File: src/rtl/dmem_arbiter.sv
// Two-port round-robin arbiter in front of the single-ported data memory.
// Port 0 is the CPU load/store unit and port 1 is the program/DMA loader.
// Each access is range- and alignment-checked. A registered response
// follows one cycle after the grant.
module dmem_arbiter #(
    parameter int unsigned      WIDTH = 32,
    parameter logic [WIDTH-1:0] BASE  = 32'h00001000,
    parameter logic [WIDTH-1:0] LIMIT = 32'h0001FFFF
) (
    input  logic             clk,
    input  logic             rst_n,
    input  logic [1:0]       req_valid,
    output logic [1:0]       req_ready,
    input  logic [WIDTH-1:0] req_addr0,
    input  logic [WIDTH-1:0] req_addr1,
    input  logic [1:0]       req_we,
    input  logic [1:0]       req_mode,
    input  logic [WIDTH-1:0] req_wdata0,
    input  logic [WIDTH-1:0] req_wdata1,
    output logic [1:0]       rsp_valid,
    output logic [1:0]       rsp_err,
    output logic [WIDTH-1:0] rsp_rdata,
    output logic [WIDTH-1:0] mem_addr,
    output logic [WIDTH-1:0] mem_wdata,
    output logic             mem_we,
    output logic             mem_mode,
    input  logic [WIDTH-1:0] mem_rdata
);

    typedef enum logic {
        IDLE = 1'b0,
        RESP = 1'b1
    } state_t;

    state_t           state_q, state_d;
    logic             rr_q, rr_d;
    logic             rsp_port_q, rsp_port_d;
    logic             rsp_err_q, rsp_err_d;
    logic [WIDTH-1:0] rsp_rdata_q, rsp_rdata_d;

    logic             grant;
    logic             win;
    logic [WIDTH-1:0] sel_addr;
    logic [WIDTH-1:0] sel_wdata;
    logic             sel_we;
    logic             sel_mode;
    logic             legal;

    // Pick the winner; with both ports valid the rr pointer decides, and nothing is granted in reset.
    always_comb begin
        grant = 1'b0;
        win   = 1'b0;
        if (rst_n) begin
            case (req_valid)
                2'b01: begin
                    grant = 1'b1;
                    win   = 1'b0;
                end
                2'b10: begin
                    grant = 1'b1;
                    win   = 1'b1;
                end
                2'b11: begin
                    grant = 1'b1;
                    win   = rr_q;
                end
                default: begin
                    grant = 1'b0;
                    win   = 1'b0;
                end
            endcase
        end
    end

    // Route the winner (port 0 when idle) to memory and check range and alignment.
    always_comb begin
        sel_addr  = win ? req_addr1  : req_addr0;
        sel_wdata = win ? req_wdata1 : req_wdata0;
        sel_we    = req_we[win];
        sel_mode  = req_mode[win];
        legal     = (sel_addr >= BASE) && (sel_addr <= LIMIT) &&
                    (sel_mode || (sel_addr[1:0] == 2'b00));
        req_ready = {grant & win, grant & ~win};
        mem_addr  = rst_n ? sel_addr  : '0;
        mem_wdata = rst_n ? sel_wdata : '0;
        mem_mode  = rst_n & sel_mode;
        mem_we    = grant & sel_we & legal;
    end

    // Next state, priority pointer and response capture; loads latch memory data only when legal.
    always_comb begin
        state_d     = state_q;
        rr_d        = rr_q;
        rsp_port_d  = rsp_port_q;
        rsp_err_d   = 1'b0;
        rsp_rdata_d = '0;
        case (state_q)
            IDLE:    state_d = grant ? RESP : IDLE;
            RESP:    state_d = grant ? RESP : IDLE;
            default: state_d = IDLE;
        endcase
        if (grant) begin
            rr_d        = ~win;
            rsp_port_d  = win;
            rsp_err_d   = ~legal;
            rsp_rdata_d = (legal && !sel_we) ? mem_rdata : '0;
        end
    end

    // State and response registers with asynchronous active-low reset.
    always_ff @(posedge clk or negedge rst_n) begin
        if (!rst_n) begin
            state_q     <= IDLE;
            rr_q        <= 1'b0;
            rsp_port_q  <= 1'b0;
            rsp_err_q   <= 1'b0;
            rsp_rdata_q <= '0;
        end else begin
            state_q     <= state_d;
            rr_q        <= rr_d;
            rsp_port_q  <= rsp_port_d;
            rsp_err_q   <= rsp_err_d;
            rsp_rdata_q <= rsp_rdata_d;
        end
    end

    // Response pulse goes to the port that won the previous cycle.
    always_comb begin
        rsp_valid = (state_q == RESP) ? {rsp_port_q, ~rsp_port_q} : 2'b00;
        rsp_err   = rsp_valid & {2{rsp_err_q}};
        rsp_rdata = rsp_rdata_q;
    end

endmodule

File: config.mk
export PLATFORM = sky130hd
export DESIGN_NAME = dmem_arbiter
export DESIGN_NICKNAME = d
export VERILOG_FILES = /design/src/rtl/dmem_arbiter.sv
export SDC_FILE = /design/constraint.sdc
export NUM_CORES = 1
export LEC_CHECK = 0
export BUFFER_PORTS_ARGS = -buffer_cell sky130_fd_sc_hd__buf_2
export CAP_MARGIN = 20
export CELL_PAD_IN_SITES_DETAIL_PLACEMENT = 0
export CELL_PAD_IN_SITES_GLOBAL_PLACEMENT = 1
export CORE_UTILIZATION = 23
export CTS_CLUSTER_DIAMETER = 100
export DETAILED_ROUTE_END_ITERATION = 10
export HOLD_SLACK_MARGIN = 0.06
export MAX_ROUTING_LAYER = met4
export PLACE_DENSITY = 0.95
export SLEW_MARGIN = 10
export SYNTH_ARGS = -nofsm -noshare
export SYNTH_HDL_FRONTEND = slang
export SYNTH_SLANG_ARGS = --single-unit
export TNS_END_PERCENT = 10
File: constraint.sdc
create_clock -name clk -period 3.4 [get_ports clk]
set_input_delay 0.51 -clock clk [delete_from_list [all_inputs] [get_ports clk]]
set_output_delay 0.51 -clock clk [all_outputs]
set_load 0.005 [all_outputs]
==> run metrics, run 1 <==
Final Hold Slack 306 ps; Most used DFF post-synth dfrtp_1; Hold Violations, Final 0; Remaining DRCs 0; root cell of the clock tree clkbuf_8; pwr dens 258 mW/mm2; launching point of the worst reg2reg path rr_q$_DFFE_PN0P_; maximum count of clock buffers along a single path 2; CTS HTree Levels 2; Post-synth ARST share 100%; GP Congestion 0.880; DIE AREA 0.0113 mm2; count of max-cap constraint violations 0; transition time at the pin with the least slew margin 779 ps; Avg WL per Cell 13.7 um; die extent in y 106 um; overall fraction of global-route tracks in use 17.3%; drt first-iter violations 131; list of cells traversed by the critical path buf_2, or4_1, nor3_1, nand4_1, a22oi_4, nor3b_2, buf_2; Vias/cell 4.67; IR Drop Worst-Case VDD 147 uV; final wirelength 9970 um; Top Ports 272; final net count 759; dominant cell type by area after synthesis dfrtp_1; register area 901 um2; Static Leak 2.46 nW; final period demand of the worst path 2530 ps; most common cell after layout, fill and taps aside buf_2; Critical Path AT 2020 ps; count of input and output buffers 271; insertion delay to the later sink of the worst-skew pair 270 ps; initial core utilization 24.0%; global-route wire length before repair 15,300 um; cell depth of the worst flop-to-flop path 7; worst-path fanout max 2; Yosys top cell area share 36.1%; syn_nets 503; clock tree from TritonCTS done; core area 0.0104 mm2; most frequent cells in the layout buf_2 (270), nand2_1 (136), dfrtp_1 (36); register bit count reported by yosys 36; fill count 1,088; Crit-path slowest cell or4_1; Pre-Repair DR Iteration Count 4; Congestion Overflow GR 0; half-perimeter wire length after detailed placement 7980 um; std cell rows 37; number of post-CTS setup repair buffers 0; multi-input gate area in the final layout 0.00145 mm2; share of synthesized area occupied by flip-flops and latches 36.1%; skew final 4.11 ps; synthesized area divided by synthesized cell count 7.45 um2; # hold bufs at CTS 0; pin count of the biggest net entering global routing 55; classification of the worst-slack hold path in -> async; most common cell type on the critical path buf_2; floorplan die width 106 um; number of slew-limit violations in the final report 0; area added between synthesis and finish 62.7%; required time of the critical path 2890 ps; share of post-route cells with drive strength above 1 51.1%; capturing point of the worst reg2reg path rsp_rdata[0]$_DFF_PN0_; detailed-route via count 3,399; number of antenna violations at the first check in global routing 1; unrepaired setup endpoints after global routing no; Tot Pwr 0.00105 W; number of endpoints failing setup at the final stage 0; Reg clk slew, reported paths 60 ps; number of instances resized during post-cts repair 0; sum of negative setup slack 0 ps; remaining max-slew budget at the tightest pin 48.0%; number of warnings reported in the yosys synthesis log 0; via count of the first global-routing pass 3,285; number of buffers created by CTS 5; count of antenna-violating nets left after detailed routing 0; Fmax achieved 0.395 GHz; Netlist cell types 31; Synth area leaders dfrtp_1 (36%), nand2_1 (20%), a21boi_0 (9.9%), and4_1 (9.8%), nand3_1 (6.4%); reg-to-reg setup timing slack 1370 ps; largest incremental delay on the critical path 500 ps; startpoint kind of the worst setup timing path input pin; sort of element at the end of the critical path output pin; category of the critical setup timing path in -> out; status completed; number of instances in the synthesized netlist 335; Final period util 74.4%; Sink Count 36; Post-synth EDFFs 0; post-synthesis cell area 0.00249 mm2
==> cell usage after synthesis (2+ instances only) <==
master / n
nor3_1: 5
buf_1: 6
dfrtp_1: 36
nand2_1: 136
a21boi_0: 33
nand3_1: 32
inv_1: 2
nor2_1: 8
or4_4: 2
and4_1: 28
nor3_2: 2
buf_2: 2
buf_6: 3
and4_2: 4
clkbuf_1: 20
==> cells by family (layout without fill, tap and decap cells) <==
logic type | after synthesis | count (layout) | share of synthesized area (%)
AOI/OAI and AO/OA | 39 | 39 | 12.6
muxes | 1 | 1 | 0.401
and+or+nand+nor | 225 | 225 | 44.8
DFF | 36 | 36 | 36.1
buffers and inverters | 34 | 290 | 6.12
other | 0 | 1 | 0
==> per-layer routing <==
metal,GRT usage [%],share of wire (%),wire (um),up-vias
met5,-,0,0,-
met4,5.06,2.0,195,0
met3,1.96,6.0,597,16
met1,19.9,40,4030,1546
met2,31.3,52,5140,185
li1,-,-,-,1652
==> metrics by stage <==
| stage | setup WS, ps | instance area [um2] | std cells | util (%) |
|---|---|---|---|---|
| after floorplan | 1060 | 2490 | 335 | - |
| after global placement | 864 | 3980 | 720 | 38.2 |
| after detailed placement | 857 | 3980 | 720 | 38.2 |
| after CTS | 849 | 4060 | 727 | 39.0 |
| after global routing | 682 | 4060 | 728 | 39.0 |
| final | 870 | 4060 | 728 | 39.0 |
==> report_power, final <==
group	total, W	internal [W]	leakage, nW	switching (W)
Clock	0.000275	0.000139	0.0410	0.000136
Combinational	0.000336	0.000162	1.92	0.000174
Sequential	0.000436	0.000433	0.495	0.00000333
Total	0.00105	0.000734	2.46	0.000314
==> final cells by class <==
cell class / instances / area share, %
flip-flops and latches: 36 / 22.2
multi-input cells: 265 / 35.6
well taps: 136 / 4.19
clock buffers: 6 / 1.79
clock inverters: 1 / 0.123
diodes: 1 / 0.0616
repair buffers: 280 / 35.7
inverters: 3 / 0.277
==> how the worst max path moves through the flow <==
stage | start | to
finish | req_addr0[20] | mem_we
CTS | rst_n | mem_addr[22]
global placement | req_addr0[20] | mem_we
detailed placement | rst_n | mem_addr[22]
floorplan | req_addr0[26] | mem_we
global route | rst_n | mem_addr[26]
==> sequential cells by signal (all words and copies together) (netlist names) <==
name / count
rsp_rdata: 32
rr_q: 1
rsp_err_q: 1
rsp_port_q: 1
state_q: 1
==> critical path, delay by kind of cell <==
| kind | cells | cell delay [ps] |
|---|---|---|
| and+or+nand+nor | 4 | 1060 |
| AOI/OAI and AO/OA | 1 | 210 |
| buffers and inverters | 2 | 240 |
Note: power is estimated with default switching activity, not from simulation.
==> inputs of run 2 (changes only) <==
--- a/config.mk
+++ b/config.mk
@@ -9,12 +9,12 @@
 export CAP_MARGIN = 20
 export CELL_PAD_IN_SITES_DETAIL_PLACEMENT = 0
 export CELL_PAD_IN_SITES_GLOBAL_PLACEMENT = 1
-export CORE_UTILIZATION = 23
+export CORE_UTILIZATION = 19
 export CTS_CLUSTER_DIAMETER = 100
 export DETAILED_ROUTE_END_ITERATION = 10
 export HOLD_SLACK_MARGIN = 0.06
 export MAX_ROUTING_LAYER = met4
-export PLACE_DENSITY = 0.95
+export PLACE_DENSITY = 0.85
 export SLEW_MARGIN = 10
 export SYNTH_ARGS = -nofsm -noshare
 export SYNTH_HDL_FRONTEND = slang
==> constraint.sdc (replaced) <==
create_clock -name clk -period 2.17 [get_ports clk]
set_input_delay 0.3255 -clock clk [delete_from_list [all_inputs] [get_ports clk]]
set_output_delay 0.3255 -clock clk [all_outputs]
set_load 0.005 [all_outputs]
==> run metrics, run 2 (synthesis results as in run 1) <==
clock tree from TritonCTS done; most frequent cells in the layout buf_2 (269), nand2_1 (136), dfrtp_1 (36); half-perimeter wire length after detailed placement 7440 um (-6.8%); Avg WL per Cell 12.7 um (-7.4%); Vias/cell 4.28 (-8.3%); skew final 2.28 ps (-1.84 ps); sort of element at the end of the critical path output pin; count of input and output buffers 271 (unchanged); sum of negative setup slack 0 ps (unchanged); M3 GR Usage 1.35% (-0.61 points); DIE AREA 0.0136 mm2 (+21%); detailed-route via count 3,301 (-2.9%); switching share of power 28.1% (-1.8 points); reg-to-reg setup timing slack 380 ps (-990 ps); category of the critical setup timing path in -> out; relative contribution of combinational cells to total power 29.1% (-3.0 points); Sink Count 36 (unchanged); GR Util met2 25.0% (-6.3 points); share of post-route cells with drive strength above 1 52.3% (+1.2 points); flip-flop count of the largest register after layout 32 (unchanged); n_diodes 0 (-1); final wirelength 9780 um (-1.9%); GP Congestion 0.786 (-11%); most common cell after layout, fill and taps aside buf_2; Hold Violations, Final 0 (unchanged); root cell of the clock tree clkbuf_16; final net count 766 (+0.92%); startpoint kind of the worst setup timing path input pin; classification of the worst-slack hold path in -> async; busiest grt layer met2; Congestion Overflow GR 0 (unchanged); IR Drop Worst-Case VDD 239 uV (+62%); Fmax achieved 0.479 GHz; via count of the first global-routing pass 2,919 (-11%); Static Leak 2.56 nW (+4.1%); met1 Track Usage GR 15.0% (-4.9 points); Pre-Repair DR Iteration Count 4 (unchanged); number of buffers created by CTS 5 (unchanged); Sequential Power Share 35.6% (-6.0 points); pin count of the biggest net entering global routing 103 (+87%); launching point of the worst reg2reg path rr_q$_DFFE_PN0P_; number of antenna violations at the first check in global routing 0 (-1); core area 0.0127 mm2 (+22%); internal power contribution 0.00138 W (+88%); overall fraction of global-route tracks in use 13.4% (-3.9 points); Critical Path AT 1760 ps (-260 ps); power share of the clock group 35.4% (+9.1 points); insertion delay to the later sink of the worst-skew pair 270 ps (about the same); Final period util 96.3%; pwr dens 446 mW/mm2 (+73%); number of slew-limit violations in the final report 0 (unchanged); Critical Path Source req_addr0[26]; Sw Pwr 0.000541 W (+72%); Reg clk slew, reported paths 50 ps (about the same); remaining max-slew budget at the tightest pin 51.0% (+3.0 points); end-of-flow core utilization 33.9% (-5.1 points); global-route wire length before repair 13,900 um (-9.1%); CTS HTree Levels 2 (unchanged); transition time at the pin with the least slew margin 734 ps (-45.0 ps); Remaining DRCs 0 (unchanged); maximum count of clock buffers along a single path 2 (unchanged); initial core utilization 19.6% (-4.3 points); worst-path fanout max 2 (unchanged); count of max-cap constraint violations 0 (unchanged); std cell rows 41 (+11%); floorplan die width 117 um (+9.8%); count of antenna-violating nets left after detailed routing 0 (unchanged); number of endpoints failing setup at the final stage 0 (unchanged); required time of the critical path 1840 ps (-1050 ps); capturing point of the worst reg2reg path rsp_rdata[2]$_DFF_PN0_; status completed; final period demand of the worst path 2090 ps; drt first-iter violations 116 (-11%); fill count 1,404 (+29%); area added between synthesis and finish 72.9%; Top Ports 272 (unchanged); unrepaired setup endpoints after global routing yes; cell depth of the worst flop-to-flop path 8 (+1); die extent in y 117 um (+9.8%)
[run 2: cell types whose count changed in the layout (fill, tap and decap cells not counted), moves of 2 or more]
cell	delta
clkbuf_16	+5
clkbuf_8	-5
buf_4	+4
buf_12	+2
nor3_4	+2
[run 2: layout make-up]
cell class,count,area [um2],area share (%)
Clock inverter,3,18.8,0.435
Timing Repair Buffer,287,1560,36.2
Tap cell,172,215,4.99
Clock buffer,5,125,2.90
Multi-Input combinational cell,265,1470,34.2
Sequential cell,36,901,20.9
Inverter,3,18.8,0.435
[run 2: how the worst max path moves through the flow]
| stage | to | slack (ps) | cells after the start |
|---|---|---|---|
| after CTS | mem_we | 3 | 8 |
| after global routing | mem_we | -40 | 7 |
| after floorplan | mem_we | 200 | 6 |
| final | mem_we | 80 | 7 |
| after detailed placement | mem_we | 10 | 7 |
| after global placement | mem_we | 20 | 7 |
[run 2: power groups by stage]
stage	Sequential, W	Combinational (W)	Clock (W)
finish	0.000684	0.000559	0.000681
global route	0.000684	0.000629	0.000723
CTS	0.000683	0.000560	0.000703
detailed placement	0.000695	0.000543	0
global placement	0.000695	0.000544	0
floorplan	0.000694	0.000207	0
[run 2: layer usage]
layer  part of all wire, %  vias up  routed length, um
li1                      -     1666                  -
met1                    40     1460               3920
met2                    51      166               5010
met3                   7.4        9                727
met4                   1.3        0                123
met5                     0        -                  0
[run 2: timing repair]
action | in CTS | in global routing
hold buffers | 0 | 0
resized for setup | 2 | 8
setup endpoints to repair | 2 | 2
gates cloned | 1 | 0
pin swaps | 0 | 1
setup buffers | 0 | 0
[run 2: per-stage QoR]
stage | instance area [um2] | hold slack, ps | power (W) | worst slack (ps) | std cells
after floorplan | 2490 | 29.9 | 0.000901 | 201 | 335
after global placement | 4100 | 392 | 0.00124 | 20.8 | 762
after detailed placement | 4100 | 398 | 0.00124 | 14.3 | 762
after CTS | 4280 | 104 | 0.00195 | 2.63 | 771
after global routing | 4310 | 125 | 0.00204 | -44.2 | 771
final | 4310 | 89.3 | 0.00192 | 80.3 | 771
[run 2: critical path: stages]
cell and delay [ps]:
buf_2 100, or4_4 550, nor3_4 140, o211ai_2 130, a22oi_4 190, nor3b_2 180
buf_2 140
==> inputs of run 3 (changes only) <==
--- a/config.mk
+++ b/config.mk
@@ -14,7 +14,7 @@
 export DETAILED_ROUTE_END_ITERATION = 10
 export HOLD_SLACK_MARGIN = 0.06
 export MAX_ROUTING_LAYER = met4
-export PLACE_DENSITY = 0.85
+export PLACE_DENSITY = 0.73
 export SLEW_MARGIN = 10
 export SYNTH_ARGS = -nofsm -noshare
 export SYNTH_HDL_FRONTEND = slang
==> run metrics, run 3 (synthesis results as in run 1) <==
status completed; classification of the worst-slack hold path in -> async; via count of the first global-routing pass 3,049 (+4.5%); count of input and output buffers 271 (unchanged); most common cell after layout, fill and taps aside buf_2; multi-input gate area in the final layout 0.00146 mm2 (-0.85%); clock tree from TritonCTS done; unrepaired setup endpoints after global routing yes; fill count 1,396 (-0.57%); core area 0.0127 mm2 (unchanged); IR Drop Worst-Case VDD 288 uV (+21%); GP Congestion 0.828 (+5.3%); CTS HTree Levels 2 (unchanged); required time of the critical path 1840 ps (about the same); area added between synthesis and finish 75.2%; count of antenna-violating nets left after detailed routing 0 (unchanged); category of the critical setup timing path in -> out; Final Hold Slack 107 ps (+17.4 ps); pre-CTS setup slack -46.0 ps (-60.3 ps); drt first-iter violations 135 (+16%); Tot Pwr 0.00210 W (+9.2%); remaining max-slew budget at the tightest pin 71.6% (+21 points); Vias/cell 4.35 (+1.7%); Remaining DRCs 0 (unchanged); Fmax achieved 0.467 GHz (-2.4%); sort of element at the end of the critical path output pin; Top Ports 272 (unchanged); number of antenna violations at the first check in global routing 0 (unchanged); std cell rows 41 (unchanged); Static Leak 2.59 nW (+1.4%); number of endpoints failing setup at the final stage 0 (unchanged); end-of-flow core utilization 34.4% (+0.46 points); root cell of the clock tree clkbuf_16; share of post-route cells with drive strength above 1 52.8% (+0.55 points); Reg clk slew, reported paths 50 ps (about the same); Pre-Repair DR Iteration Count 5 (+1); register area 901 um2 (unchanged); Critical Path AT 1810 ps (+50 ps); insertion delay to the later sink of the worst-skew pair 270 ps (about the same); most frequent cells in the layout buf_2 (269), nand2_1 (136), dfrtp_1 (36); worst-path fanout max 3 (+1); final wirelength 10,400 um (+5.8%); skew final 3.77 ps (+1.50 ps); initial core utilization 19.6% (unchanged); pwr dens 480 mW/mm2 (+7.7%); startpoint kind of the worst setup timing path input pin; DIE AREA 0.0136 mm2 (unchanged); count of max-cap constraint violations 0 (unchanged); half-perimeter wire length after detailed placement 8450 um (+14%); maximum count of clock buffers along a single path 2 (unchanged); Congestion Overflow GR 0 (unchanged); Hold Violations, Final 0 (unchanged); die extent in y 117 um (unchanged); floorplan die width 117 um (unchanged); PnR worst setup slack 29.7 ps (-50.6 ps); Avg WL per Cell 13.3 um (+4.9%); Final period util 98.6% (+2.3 points); transition time at the pin with the least slew margin 425 ps (-308 ps); overall fraction of global-route tracks in use 14.8% (+1.4 points); number of buffers created by CTS 5 (unchanged); final net count 773 (+0.91%); pin count of the biggest net entering global routing 103 (unchanged); Sink Count 36 (unchanged); final period demand of the worst path 2140 ps (+50.6 ps); detailed-route via count 3,388 (+2.6%); global-route wire length before repair 15,200 um (+9.3%); n_diodes 0 (unchanged); flip-flop count of the largest register after layout 32 (unchanged); number of slew-limit violations in the final report 0 (unchanged)
-- run 3: path summary, 6_finish.rpt --
check | start | endpoint | slack [ps] | cells past startpoint
worst max-delay path | req_addr0[26] | mem_we | 30 | 7
worst min register to register | rr_q$_DFFE_PN0P_ | rr_q$_DFFE_PN0P_ | 530 | 2
worst max register to register | rr_q$_DFFE_PN0P_ | rsp_rdata[0]$_DFF_PN0_ | 430 | 8
min in group clk | mem_rdata[4] | rsp_rdata[4]$_DFF_PN0_ | 300 | 2
max in group asynchronous | rst_n | rr_q$_DFFE_PN0P_ | 1760 | 2
worst min-delay path | rst_n | rsp_rdata[15]$_DFF_PN0_ | 110 | 2
-- run 3: critical path, cell delays in order --
cell	delay (ps)
buf_2	100
or4_4	530
nor3_2	130
o211ai_2	130
a22oi_4	230
nor3b_2	220
buf_2	140
-- run 3: layer usage --
metal / track usage (%) / vias to the layer above / wire length [um]
met1: 17.8 / 1534 / 4210
met3: 1.71 / 9 / 716
met2: 27.0 / 167 / 5380
li1: - / 1678 / -
met5: - / - / 0
met4: 2.03 / 0 / 44
-- run 3: per-stage QoR --
stage / instance area [um2] / cells / TNS (ps)
after global routing: 4370 / 778 / -70.1
after CTS: 4340 / 777 / -7.62
after global placement: 4140 / 769 / -9.47
final: 4370 / 778 / 0
after floorplan: 2490 / 335 / 0
after detailed placement: 4140 / 769 / -46.0
-- run 3: power breakdown --
group          internal [W]  switching, W  total, W
sequential         0.000679    0.00000453  0.000684
clock              0.000604      0.000251  0.000855
combinational      0.000282      0.000279  0.000562
-- run 3: cell type report --
type                       count  share of cell area (%)
timing repair buffer         294                    36.5
multi-input combinational    265                    33.4
sequential                    36                    20.6
tap                          172                    4.92
clock buffer                   7                    3.49
clock inverter                 1                   0.687
inverter                       3                   0.372
-- run 3: repair_timing --
item,4_1_cts,5_1_grt
resized for setup,7,7
setup endpoints to repair,6,18
pin swaps,3,1
setup buffers,0,1
hold endpoints to repair,0,0
hold buffers,0,0
